### src/rtl/rgmii_rx_pkg.sv
// Shared types and constants for the RGMII receive frame sequencer.
package rgmii_rx_pkg;

    typedef enum logic [1:0] {
        IDLE,
        PREAMBLE,
        DATA,
        DROP
    } rx_state_e;

    localparam logic [7:0] PREAMBLE_BYTE = 8'h55;
    localparam logic [7:0] SFD_BYTE      = 8'hD5;
    localparam int         LEN_W         = 16;
    localparam int         PRE_CNT_W     = 8;

endpackage

### src/rtl/rgmii_rx_nibble_pack.sv
// Builds bytes from the DDR-captured RXD halves: one byte per cycle at 1G,
// two nibbles (low first) per byte at 10/100.
module rgmii_rx_nibble_pack
    import rgmii_rx_pkg::*;
(
    input  logic       clk_i,
    input  logic       reset_n_i,
    input  logic       dv_i,
    input  logic       speed_1g_i,
    input  logic [3:0] rxd_q1_i,
    input  logic [3:0] rxd_q2_i,
    output logic [7:0] byte_o,
    output logic       byte_valid_o,
    output logic       phase_o
);

    logic       r_phase;
    logic [3:0] r_lo_nib;

    always_ff @(posedge clk_i or negedge reset_n_i) begin
        if (!reset_n_i) begin
            r_phase  <= 1'b0;
            r_lo_nib <= 4'h0;
        end else if (!dv_i || speed_1g_i) begin
            // NOTE: state flops use non-blocking assignment so every flop samples pre-edge values.
            r_phase <= 1'b0;
        end else begin
            r_phase <= ~r_phase;
            if (!r_phase) begin
                r_lo_nib <= rxd_q1_i;
            end
        end
    end

    assign byte_o       = speed_1g_i ? {rxd_q2_i, rxd_q1_i} : {rxd_q1_i, r_lo_nib};
    assign byte_valid_o = dv_i && (speed_1g_i || r_phase);
    assign phase_o      = r_phase;

endmodule

### src/rtl/rgmii_rx_frame_ctrl.sv
// RGMII receive sequencer: strips preamble/SFD and emits a framed byte
// stream with last/bad marking and per-frame status pulses.
module rgmii_rx_frame_ctrl
    import rgmii_rx_pkg::*;
#(
    parameter int max_len_p      = 1522,
    parameter int preamble_max_p = 15
) (
    input  logic       clk_i,
    input  logic       reset_n_i,
    input  logic       speed_1g_i,
    input  logic [3:0] rxd_q1_i,
    input  logic [3:0] rxd_q2_i,
    input  logic       rxctl_q1_i,
    input  logic       rxctl_q2_i,
    output logic [7:0] m_tdata_o,
    output logic       m_tvalid_o,
    output logic       m_tlast_o,
    output logic       m_tuser_o,
    output logic       frame_ok_o,
    output logic       frame_err_o,
    output logic       preamble_err_o
);

    localparam logic [LEN_W-1:0]     MAX_LEN = LEN_W'(max_len_p);
    localparam logic [PRE_CNT_W-1:0] PRE_MAX = PRE_CNT_W'(preamble_max_p);

    rx_state_e            r_state, w_state_next;
    logic                 w_dv, w_er, w_speed_1g, w_byte_valid, w_phase, w_bad;
    logic [7:0]           w_byte;
    logic                 r_speed_1g;
    logic [PRE_CNT_W-1:0] r_pre_cnt, w_pre_cnt_next;
    logic [LEN_W-1:0]     r_len, w_len_next, w_len_inc;
    logic                 r_err, w_err_next, r_oversize, w_oversize_next;
    logic [7:0]           r_hold, w_hold_next;
    logic                 r_hold_full, w_hold_full_next;
    logic [7:0]           r_tdata, w_tdata_next;
    logic                 r_tvalid, w_tvalid_next, r_tlast, w_tlast_next, r_tuser, w_tuser_next;
    logic                 r_frame_ok, w_frame_ok_next, r_frame_err, w_frame_err_next;
    logic                 r_pre_err, w_pre_err_next;

    assign w_dv       = rxctl_q1_i;
    assign w_er       = rxctl_q1_i ^ rxctl_q2_i;
    // Speed follows the pin only while idle; a frame keeps the speed it started with.
    assign w_speed_1g = (r_state == IDLE) ? speed_1g_i : r_speed_1g;
    assign w_len_inc  = (r_len == {LEN_W{1'b1}}) ? r_len : r_len + LEN_W'(1);
    assign w_bad      = r_err | w_er | r_oversize | (!r_speed_1g & w_phase);

    rgmii_rx_nibble_pack u_nibble_pack (
        .clk_i        (clk_i),
        .reset_n_i    (reset_n_i),
        .dv_i         (w_dv),
        .speed_1g_i   (w_speed_1g),
        .rxd_q1_i     (rxd_q1_i),
        .rxd_q2_i     (rxd_q2_i),
        .byte_o       (w_byte),
        .byte_valid_o (w_byte_valid),
        .phase_o      (w_phase)
    );

    always_comb begin
        // NOTE: every combinational output gets a default first so no path infers a latch.
        w_state_next     = r_state;
        w_pre_cnt_next   = r_pre_cnt;
        w_len_next       = r_len;
        w_err_next       = r_err;
        w_oversize_next  = r_oversize;
        w_hold_next      = r_hold;
        w_hold_full_next = r_hold_full;
        w_tdata_next     = 8'h00;
        w_tvalid_next    = 1'b0;
        w_tlast_next     = 1'b0;
        w_tuser_next     = 1'b0;
        w_frame_ok_next  = 1'b0;
        w_frame_err_next = 1'b0;
        w_pre_err_next   = 1'b0;
        unique case (r_state)
            IDLE: begin
                if (w_byte_valid) begin
                    if (w_byte == PREAMBLE_BYTE) begin
                        w_state_next   = PREAMBLE;
                        w_pre_cnt_next = PRE_CNT_W'(1);
                    end else begin
                        w_state_next   = DROP;
                        w_pre_err_next = 1'b1;
                    end
                end
            end
            PREAMBLE: begin
                if (!w_dv) begin
                    w_state_next = IDLE;
                end else if (w_byte_valid) begin
                    if (w_byte == PREAMBLE_BYTE && r_pre_cnt < PRE_MAX) begin
                        w_pre_cnt_next = r_pre_cnt + PRE_CNT_W'(1);
                    end else if (w_byte == SFD_BYTE) begin
                        w_state_next     = DATA;
                        w_len_next       = '0;
                        w_err_next       = 1'b0;
                        w_oversize_next  = 1'b0;
                        w_hold_full_next = 1'b0;
                    end else begin
                        w_state_next   = DROP;
                        w_pre_err_next = 1'b1;
                    end
                end
            end
            DATA: begin
                // The byte in the hold register is only released once the next
                // byte or the dv drop tells us whether it is the last one.
                if (!w_dv) begin
                    w_state_next     = IDLE;
                    w_hold_full_next = 1'b0;
                    if (r_hold_full) begin
                        w_tvalid_next    = 1'b1;
                        w_tdata_next     = r_hold;
                        w_tlast_next     = 1'b1;
                        w_tuser_next     = w_bad;
                        w_frame_ok_next  = !w_bad;
                        w_frame_err_next = w_bad;
                    end else begin
                        w_frame_err_next = 1'b1;
                    end
                end else begin
                    if (w_er) begin
                        w_err_next = 1'b1;
                    end
                    if (w_byte_valid) begin
                        w_hold_next      = w_byte;
                        w_hold_full_next = 1'b1;
                        w_len_next       = w_len_inc;
                        if (w_len_inc > MAX_LEN) begin
                            w_oversize_next = 1'b1;
                        end
                        if (r_hold_full) begin
                            w_tvalid_next = 1'b1;
                            w_tdata_next  = r_hold;
                        end
                    end
                end
            end
            DROP: begin
                if (!w_dv) begin
                    w_state_next = IDLE;
                end
            end
            default: w_state_next = IDLE;
        endcase
    end

    always_ff @(posedge clk_i or negedge reset_n_i) begin
        if (!reset_n_i) begin
            r_state <= IDLE;
        end else begin
            r_state <= w_state_next;
        end
    end

    always_ff @(posedge clk_i or negedge reset_n_i) begin
        if (!reset_n_i) begin
            r_speed_1g  <= 1'b0;
            r_pre_cnt   <= '0;
            r_len       <= '0;
            r_err       <= 1'b0;
            r_oversize  <= 1'b0;
            r_hold      <= 8'h00;
            r_hold_full <= 1'b0;
            r_tdata     <= 8'h00;
            r_tvalid    <= 1'b0;
            r_tlast     <= 1'b0;
            r_tuser     <= 1'b0;
            r_frame_ok  <= 1'b0;
            r_frame_err <= 1'b0;
            r_pre_err   <= 1'b0;
        end else begin
            if (r_state == IDLE) begin
                r_speed_1g <= speed_1g_i;
            end
            r_pre_cnt   <= w_pre_cnt_next;
            r_len       <= w_len_next;
            r_err       <= w_err_next;
            r_oversize  <= w_oversize_next;
            r_hold      <= w_hold_next;
            r_hold_full <= w_hold_full_next;
            r_tdata     <= w_tdata_next;
            r_tvalid    <= w_tvalid_next;
            r_tlast     <= w_tlast_next;
            r_tuser     <= w_tuser_next;
            r_frame_ok  <= w_frame_ok_next;
            r_frame_err <= w_frame_err_next;
            r_pre_err   <= w_pre_err_next;
        end
    end

    assign m_tdata_o      = r_tdata;
    assign m_tvalid_o     = r_tvalid;
    assign m_tlast_o      = r_tlast;
    assign m_tuser_o      = r_tuser;
    assign frame_ok_o     = r_frame_ok;
    assign frame_err_o    = r_frame_err;
    assign preamble_err_o = r_pre_err;

endmodule

### config.mk
export PLATFORM = sky130hd
export DESIGN_NAME = rgmii_rx_frame_ctrl
export DESIGN_NICKNAME = d
export VERILOG_FILES = /design/src/rtl/rgmii_rx_pkg.sv /design/src/rtl/rgmii_rx_nibble_pack.sv /design/src/rtl/rgmii_rx_frame_ctrl.sv
export SDC_FILE = /design/constraint.sdc
export NUM_CORES = 1
export LEC_CHECK = 0
export BUFFER_PORTS_ARGS = -buffer_cell sky130_fd_sc_hd__buf_4
export CAP_MARGIN = 10
export CELL_PAD_IN_SITES_DETAIL_PLACEMENT = 0
export CELL_PAD_IN_SITES_GLOBAL_PLACEMENT = 1
export CORE_UTILIZATION = 50
export DETAILED_ROUTE_END_ITERATION = 8
export GPL_TIMING_DRIVEN = 0
export PLACE_DENSITY_LB_ADDON = 0.05
export SKIP_LAST_GASP = 1
export SYNTH_ARGS = -nofsm -noshare
export SYNTH_HDL_FRONTEND = slang
export SYNTH_SLANG_ARGS = --single-unit
### constraint.sdc
create_clock -name clk_i -period 5.5 [get_ports clk_i]
set_input_delay 0.825 -clock clk_i [delete_from_list [all_inputs] [get_ports clk_i]]
set_output_delay 0.825 -clock clk_i [all_outputs]
set_load 0.01 [all_outputs]
==> out/qor.yml <==
clock_tree:
  postCtsResizedCells: 0
  cts_tree: "yes"
  numCtsBuffers: 9
  cts-root-buf: "clkbuf_8"
  hold_buffers: 0
  cts.sinks: 57
  htreeDepth: 3
  clk_latency_ps: 330
  postCtsSetupRepairBufs: 0
  cts.clk_slew.worst_paths_ps: 60
  clockBufferDepth: 2
synth:
  synth_most_common_cell: "dfrtp_1"
  avgSynthCellArea_sq_um: 9.46
  synth.area.top_cells: "dfrtp_1 45%, o21ai_0 4.0%, nand2_1 3.7%"
  synth_flop_cell: "dfrtp_1"
  synth_seq_cells: 57
  yosysWarnings: 0
  syn_nets: 353
  ys_types: 65
  syn_area_sq_um: 3160
  netlist.area_leader.share: 0.451
  syn_inst: 334
  yosys.area.top_type: "dfrtp_1"
  synthArstFlopShare: 1.00
  synth_edf_count: 0
  yosysSeqAreaShare: 0.451
  synthTopCellsByCount: "57 x dfrtp_1, 31 x nand2_1, 27 x nor2_1, 25 x o21ai_0, 18 x a21oi_1"
routing:
  wl_met2_um: 3460
  num_vias: 2595
  top_layer_used: "met4"
  met3_length_um: 290
  drt_first_iter_violations: 131
  firstDrtPassIters: 4
  drt-met1-wl_um: 3280
  finalWirelength_um: 7110
  ant_nets: 0
  wl_per_cell_um: 15.8
  vias_per_cell: 5.78
  drc_errors: 0
grt:
  grt.overflow.total: 0
  track_usage: 0.250
  antenna_found_initial: 0
  grt_pass1_vias: 2578
  grt_start_max_net_pins: 58
  grt_pass1_wl_um: 12400
worst_setup_path:
  critPathArrivalTime_ps: 2980
  cp-startpoint: "r_state[0]$_DFFE_PN0P_"
  endpoint_kind: "flop"
  cp_data_required_time_ps: 5700
  critPathKind: "flop to flop"
  cp_max_fo: 10
  critPathLaunchType: "flop"
  worstReg2RegStart: "r_state[0]$_DFFE_PN0P_"
status:
  outcome: "finished clean"
timing:
  tightest_slew_ps: 746
  whs_ps: 465
  rsz0062_at_grt: "no"
  slew_viol_final: 0
  relSlewSlack: 0.490
  fin_crit_ps: 2780
  setup_tns_ps: 0
  finalSetupViolCount: 0
  clock.fmax_ghz: 0.360
  clock_skew_ps: 8.01
  timing.final.crit_share: 0.505
  finalHoldViolCount: 0
finish:
  syn2layout_area_growth_pct: 15.1
  nFillCells: 544
  post-route-util: 0.607
  drive_above_1_share: 0.193
  antenna_cells: 0
  fin_nets: 389
place:
  gp_congestion: 0.899
  dp_hpwl_um: 5040
  port_buffers: 25
floorplanning:
  rows: 28
  die_h_um: 81.5
  initial_core_util: 0.527
  die-area_sq_um: 6640
  core_area_sq_um: 5990
  die_w_um: 81.5
  io_pins: 27
worst_hold_path:
  min_from: "r_hold_full$_DFFE_PN0P_"
  min_path_type: "flop to flop"
pwr:
  vdd_drop_max_v: 0.000211
  power.density_nw_per_um2: 386
  total_leakage_power_nw: 1.67
  p_total_mw: 1.40
job:
  drv_cap: 0
==> report_power, final <==
group,internal [mW],switching [mW]
Clock,0.230,0.162
Combinational,0.183,0.271
Sequential,0.504,0.0561
==> worst paths after layout <==
path,end,slack [ps],cells after the start
max,r_len[5]$_DFFE_PN0P_,2720,10
min,frame_err_o$_DFF_PN0_,460,1
max reg2reg,r_len[5]$_DFFE_PN0P_,2720,10
min reg2reg,frame_err_o$_DFF_PN0_,460,1
max in group asynchronous,r_len[5]$_DFFE_PN0P_,4480,1
min in group asynchronous,m_tdata_o[6]$_DFF_PN0_,540,1
==> worst max-delay path: stages (launching register included) <==
cell,delay [ps]
dfrtp_1,400
inv_1,110
ha_1,340
mux2i_2,380
inv_2,90
or3_4,400
a211oi_2,180
o21bai_1,220
buf_2,260
o21ai_0,170
o31ai_1,90
==> placed cells by master (no fill, tap or decap), types with 5 or more instances in the layout <==
master / n
clkbuf_1: 7
ha_1: 6
nor3_1: 10
inv_1: 15
nand3_1: 10
clkbuf_8: 11
nor2_1: 27
a21oi_1: 18
dfrtp_1: 57
a31oi_1: 8
mux2_2: 5
o21ai_0: 25
buf_4: 25
and2_1: 10
buf_2: 9
mux2i_1: 10
o21ai_1: 5
nand2_1: 31
==> stage by stage <==
step / instances / setup WS (ps) / area (sq um)
floorplan: 334 / 3120 / 3160
global placement: 434 / 2670 / 3440
detailed placement: 434 / 2710 / 3440
CTS: 449 / 2690 / 3640
global route: 449 / 2410 / 3640
finish: 449 / 2720 / 3640
==> flip-flops by register name, indices dropped and copies added, names as in the netlist <==
register	count
r_pre_cnt	8
frame_err_o	1
u_nibble_pack.phase_o	1
r_len	16
preamble_err_o	1
r_err	1
r_speed_1g	1
m_tuser_o	1
r_oversize	1
m_tlast_o	1
r_state	2
frame_ok_o	1
u_nibble_pack.r_lo_nib	4
r_hold	8
m_tvalid_o	1
m_tdata_o	8
r_hold_full	1
==> area by class of cell <==
cell class / count / area [sq um] / share of cell area
Tap cell: 75 / 93.8 / 0.0258
Sequential cell: 57 / 1430 / 0.392
Buffer: 16 / 78.8 / 0.0217
Clock buffer: 12 / 155 / 0.0427
Clock inverter: 3 / 40.0 / 0.0110
Multi-Input combinational cell: 245 / 1590 / 0.438
Timing Repair Buffer: 25 / 188 / 0.0516
Inverter: 16 / 60.1 / 0.0165
==> routing by layer <==
layer,vias to the layer above,track usage
met5,-,0
met4,0,0.0857
met3,6,0.0533
met2,60,0.422
met1,1243,0.316
li1,1286,-
==> kinds of logic (layout without fill, tap and decap cells) <==
family | Yosys count | in the layout | share of synthesized area
AOI/OAI and AO/OA | 96 | 96 | 0.202
xor gates and xnor gates | 2 | 2 | 0.00555
and+or+nand+nor | 125 | 125 | 0.219
DFF | 57 | 57 | 0.451
buffers and inverters | 32 | 72 | 0.0440
muxes | 16 | 16 | 0.0539
adders and majority gates | 6 | 6 | 0.0238
No activity file was read; power rests on OpenSTA's default activity.
